**src/rtl/multu_hilo_unit.sv**
```systemverilog
// Unsigned sequential multiplier writing the HI/LO register pair (MIPS multu).
// Latency: WIDTH cycles from the start-accept edge to HI/LO update; done pulses for one cycle after that.
// Backpressure: stall is raised while busy if a new multiply or an mfhi/mflo read is requested.
module multu_hilo_unit #(
   parameter int WIDTH = 32
) (
   input  logic             clk,
   input  logic             rst,
   input  logic             start,
   input  logic [WIDTH-1:0] a,
   input  logic [WIDTH-1:0] b,
   input  logic             rd_req,
   input  logic             hi_sel,
   output logic [WIDTH-1:0] hilo_out,
   output logic             busy,
   output logic             done,
   output logic             stall
);

   // One extra counter bit so the count can reach WIDTH without wrapping.
   localparam int CW = $clog2(WIDTH) + 1;

   typedef enum logic [1:0] {
      IDLE = 2'd0,
      RUN  = 2'd1,
      DONE = 2'd2
   } state_t;

   state_t               state;
   state_t               state_nxt;
   logic                 accept;
   logic                 last_iter;
   logic [2*WIDTH-1:0]   mcand;
   logic [2*WIDTH-1:0]   acc;
   logic [2*WIDTH-1:0]   acc_sum;
   logic [WIDTH-1:0]     mplier;
   logic [WIDTH-1:0]     hi;
   logic [WIDTH-1:0]     lo;
   logic [CW-1:0]        cnt;
   logic [CW-1:0]        cnt_inc;

   // Shift-add step: add the shifted multiplicand when the current multiplier bit is set.
   always_comb begin
      acc_sum   = mplier[0] ? (acc + mcand) : acc;
      cnt_inc   = cnt + CW'(1);
      last_iter = (cnt_inc == CW'(WIDTH));
   end

   // State register; reset wins over any request at the same edge.
   always_ff @(posedge clk) begin
      if (rst) begin
         state <= IDLE;
      end else begin
         state <= state_nxt;
      end
   end

   // Next-state and status outputs; start is only honoured from IDLE or DONE.
   always_comb begin
      state_nxt = state;
      busy      = 1'b0;
      done      = 1'b0;
      accept    = 1'b0;
      case (state)
         IDLE: begin
            if (start) begin
               accept    = 1'b1;
               state_nxt = RUN;
            end else begin
               state_nxt = IDLE;
            end
         end
         RUN: begin
            busy = 1'b1;
            if (last_iter) begin
               state_nxt = DONE;
            end
         end
         DONE: begin
            done = 1'b1;
            if (start) begin
               accept    = 1'b1;
               state_nxt = RUN;
            end else begin
               state_nxt = IDLE;
            end
         end
         default: begin
            state_nxt = IDLE;
         end
      endcase
   end

   // Iteration datapath: latch operands on accept, then shift one multiplier bit per RUN cycle.
   always_ff @(posedge clk) begin
      if (rst) begin
         mcand  <= '0;
         mplier <= '0;
         acc    <= '0;
         cnt    <= '0;
      end else if (accept) begin
         mcand  <= {{WIDTH{1'b0}}, a};
         mplier <= b;
         acc    <= '0;
         cnt    <= '0;
      end else if (busy) begin
         acc    <= acc_sum;
         mcand  <= mcand << 1;
         mplier <= mplier >> 1;
         cnt    <= cnt_inc;
      end
   end

   // HI/LO only move on the final iteration, so reads during RUN see the previous result.
   always_ff @(posedge clk) begin
      if (rst) begin
         hi <= '0;
         lo <= '0;
      end else if (busy && last_iter) begin
         hi <= acc_sum[2*WIDTH-1:WIDTH];
         lo <= acc_sum[WIDTH-1:0];
      end
   end

   assign stall    = busy & (start | rd_req);
   assign hilo_out = hi_sel ? hi : lo;

endmodule

```
**config.mk**
```make
export PLATFORM = sky130hd
export DESIGN_NAME = multu_hilo_unit
export DESIGN_NICKNAME = d
export VERILOG_FILES = /design/src/rtl/multu_hilo_unit.sv
export SDC_FILE = /design/constraint.sdc
export NUM_CORES = 1
export LEC_CHECK = 0
export BUFFER_PORTS_ARGS = -buffer_cell sky130_fd_sc_hd__buf_4
export CAP_MARGIN = 20
export CELL_PAD_IN_SITES_DETAIL_PLACEMENT = 0
export CELL_PAD_IN_SITES_GLOBAL_PLACEMENT = 1
export CORE_UTILIZATION = 45
export DETAILED_ROUTE_END_ITERATION = 16
export GPL_ROUTABILITY_DRIVEN = 0
export PLACE_DENSITY = 0.91
export SLEW_MARGIN = 5
export SYNTH_ARGS = -nofsm -noshare
export SYNTH_HDL_FRONTEND = slang
export SYNTH_SLANG_ARGS = --single-unit
```
**constraint.sdc**
```tcl
create_clock -name clk -period 3.75 [get_ports clk]
set_clock_uncertainty 0.15 [all_clocks]
set_input_delay 0.75 -clock clk [delete_from_list [all_inputs] [get_ports clk]]
set_output_delay 0.75 -clock clk [all_outputs]
set_load 0.01 [all_outputs]
```
# [Yosys cells after proc, flatten, opt, wreduce, memory -nomap -nowiden]
# Cells that the tools add are included.
[totals] out_inout_bits=35 elab_cells=34 ff_bits=232
[classes] n_reduce_logical=5 muxes=13 n_eq_ne=4 bitwise=2 add_sub_neg=2
[ops] cell="32-bit two-way mux" n=5
[ops] cell="64-bit adder" n=1
[ops] cell="64-bit two-way mux" n=1
[ops] cell="6-bit by 1-bit adder with 6-bit output, second input constant" n=1
[ops] cell="6-bit equality test, second input constant" n=1
[ops] cell="1-bit two-way mux" n=5
[ops] cell="2-bit one-hot mux with 2 select lines" n=1
[ops] cell="2-bit OR reduction" n=2
[ops] cell="2-bit by 1-bit equality test with 1-bit output, second input constant" n=1
[ops] cell="2-bit equality test, second input constant" n=1
[ops] cell="2-bit logical NOT" n=1
[ops] cell="2-bit two-way mux" n=1
[ops] cell="2-bit != test, second input constant" n=1
[ops] cell="2-bit nonzero test" n=1
[ops] cell="1-bit bitwise AND" n=1
[ops] cell="1-bit logical AND" n=1
[ops] cell="1-bit bitwise OR" n=1

# [Logic depth before layout (Yosys ltp)]
[logic_depth] word_depth=4 mapped_depth=12 ltp_nobuf=12

# [Worst setup path after synthesis]
# Ideal clock, no wire load.
[synth_timing] path_kind="reg-to-reg" start="register mcand[0]" end="register hi[24]" path_buffers=0 path_slack_ps=548 arrival_time_ps=2961 setup_ps=91 path_stages_with_launch=13 cell_sequence="dfxtp_1 ha_1 fa_1 a21o_1 a21oi_1 o21ai_1 a211oi_2 a31oi_2 a41oi_1 nand2_1 a31oi_1 mux2_2 a311oi_1"
[synth_between] elab_chain_cells=2
[synth_lines] item="start: declaration" line_no="33" source="logic [2*WIDTH-1:0] mcand;"
[synth_lines] item="start signal: assignment" line_no="102" source="mcand <= {{WIDTH{1'b0}}, a};"
[synth_lines] item="start signal: assignment" line_no="108" source="mcand <= mcand << 1;"
[synth_lines] item="64-bit adder" line_no="44" source="acc_sum = mplier[0] ? (acc + mcand) : acc;"
[synth_lines] item="64-bit two-way mux" line_no="44"
[synth_lines] item="end signal: assignment" line_no="120" source="hi <= acc_sum[2*WIDTH-1:WIDTH];"
[synth_lines] item="end: declaration" line_no="37" source="logic [WIDTH-1:0] hi;"
# No other way between the ends.
# A chain may end at the register's enable or synchronous reset.

# [Worst setup path in the final report]
[layout_timing] start="register mcand[17]" end="register hi[26]"
# The elaborated chain is that of the path after synthesis.

==> flow_summary.ini <==
[detailed_routing]
firstDrtPassIters = 5
postRouteWirelength_um = 41000
drtIter0Drc = 1220
ant_nets = 0
route.detailed.drc = 0
routed_via_density = 6.031
wl_per_cell_um = 19.28
vias = 12828

[sta]
fin_setup_tns_ns = 0
hold_ws_ns = 0.3047
drv_slew = 0
worst_pin_slew_ns = 0.9120
finalHoldViolCount = 0
relSlewSlack = 0.3873
setup_viol = 0
rsz0062_at_grt = no
timing.final.crit_period_ns = 3.534
post-route-period-util = 0.9424
fmax_mhz = 283.0

[floorplan]
die-area_um2 = 30030
core-area_um2 = 28780
fp.dieH_um = 173.3
ios = 104
initial_core_util = 0.4588
die_w_um = 173.3
rows = 62

[final_layout]
fin_util = 0.5291
nFillCells = 2732
syn_to_final_growth_pct = 15.33
multi_input_area_um2 = 8011
nNetsFinal = 1858
fin_area_um2 = 15230
n_antenna_cell = 0
drive_above_1_share = 0.1371
ff_latch_area_um2 = 4646

[clock_tree]
path_clk_slew_ns = 0.06
cts.sinks = 232
insertion_delay_ns = 0.55
cts_tree = built
htreeDepth = 1
cts_made_buffers = 26
post_cts_buffers = 0
postCtsHoldBufs = 0
cts_buffer_depth = 3
cts.repair.resized = 0
cts_root_buffer = clkbuf_16

[setup_path]
slowest_stage = a2111oi_0
arrival_ns = 3.79
worstPathRequired_ns = 4.01
crit_path_cell_trace = ha_1 -> a21oi_1 -> o21ai_0 -> a2111oi_0 -> o32a_1 -> o31a_1 -> nor4_1 -> buf_4 -> o21ai_1 -> nand2_1 -> a221oi_1 -> a211oi_1
cp_max_fo = 7
cpPeakStageDelay_ns = 0.55
cp-end-kind = flop
startpoint_type = flop
r2r_cells = 12
crit_type = reg2reg

[power_and_ir_drop]
power.density_nw_per_um2 = 410.5
ir_worst_vdd_v = 0.0003480
finalPower_mw = 6.252
p_leak_nw = 6.002

[logic_synthesis]
synth-seq-area-share = 0.3517
async_reset_ff_frac = 0
mappedNetlistNets = 1825
yosysUniqueCellTypes = 67
ys_ff_latch = 232
syn_area_per_cell_um2 = 7.813
synth_top_area_cell = dfxtp_1
synth_cells = 1690
syn_area_um2 = 13200
synth_edf_count = 0
synth_top_area_frac = 0.3517
synth.most_common_cell = dfxtp_1
synthTopCellsByArea = dfxtp_1 (35%), a21oi_1 (6.3%), nand2_1 (6.2%), ha_1 (6.2%), nor2_1 (5.9%)
synthTopCellsByCount = dfxtp_1 (232), nand2_1 (217), nor2_1 (207), a21oi_1 (166), clkbuf_1 (110)
yosysWarnings = 0
ys.flop_type = dfxtp_1

[placement]
placed_cell_area_um2 = 14250
dp_hpwl_um = 28600
io_buffers = 103

[global_route]
grt_pass1_wl_um = 65530
first_global_vias = 12033
antenna_found_initial = 0
grt_use_total = 0.2689
grt_max_degree = 112
gr-total-overflow = 0

[status]
run_status = completed

[flow_run]
drv_cap = 0

[min_path]
min_path_type = reg2reg
hold_depth = 2
## cell type report
cell class / count / area share
repair buffers: 136 / 0.06869
inverters: 25 / 0.006162
flip-flops and latches: 232 / 0.3051
multi-input cells: 1302 / 0.5261
clock inverters: 13 / 0.01421
clock buffers: 35 / 0.04823
well taps: 384 / 0.03155
## where the power goes
part           switching, mW  internal, mW  leakage, nW  total, mW
Clock                   1.10          1.72        0.455       2.83
Combinational          0.501         0.288         3.66      0.789
Sequential            0.0811          2.56         1.89       2.64
## cell usage in the layout (no fill, tap or decap), types with 26 or more instances in the layout
cell,netlist,routed
a211oi_1,72,71
a21o_1,36,36
a21oi_1,166,166
buf_4,0,134
clkbuf_16,0,26
dfxtp_1,232,231
ha_1,65,65
mux2_2,36,36
mux2i_1,27,27
nand2_1,217,215
nand4_1,27,27
nor2_1,207,205
nor3_1,84,84
o21ai_0,58,57
o22ai_1,62,62
xnor2_1,38,38
## worst paths after layout
check | start | end | slack, ns
min reg2reg | lo[8] | lo[8] | 0.30
min | lo[8] | lo[8] | 0.30
max | mcand[17] | hi[26] | 0.22
max reg2reg | mcand[17] | hi[26] | 0.22
## per-stage QoR
| step | worst slack [ns] | instances |
|---|---|---|
| floorplan | 0.5483 | 1690 |
| global placement | 0.3406 | 2079 |
| detailed placement | 0.2558 | 2079 |
| CTS | 0.1827 | 2127 |
| global route | 0.003739 | 2127 |
| finish | 0.2159 | 2127 |
## metal layers
layer	vias up	track usage	share of wire
met5	-	0	0
met4	0	0.1139	0.046
met3	94	0.04693	0.067
met2	493	0.4185	0.44
met1	6065	0.3661	0.45
li1	6176	-	-
## critical path: cells and delay by family (launching register included)
kind	cells	cell delay, ns
compound gates	8	2.14
fa+ha+maj	1	0.40
flops	1	0.33
simple gates	2	0.23
buf+inv	1	0.15
## flip-flops by register name, indices dropped and copies added, names as in the netlist
register,count
hi,32
state,2
mplier,32
lo,32
mcand,64
cnt,6
acc,64
## kinds of logic (layout without fill, tap and decap cells)
logic type,count (synthesis),count (layout),share of synthesized area
AOI/OAI and AO/OA,502,502,0.2469
xor gates and xnor gates,61,61,0.04046
adders and majority gates,66,66,0.06311
buffers and inverters,156,209,0.04510
DFF,232,232,0.3517
muxes,63,63,0.05117
and+or+nand+nor,610,610,0.2015
Power figures use the tool's default switching activity.
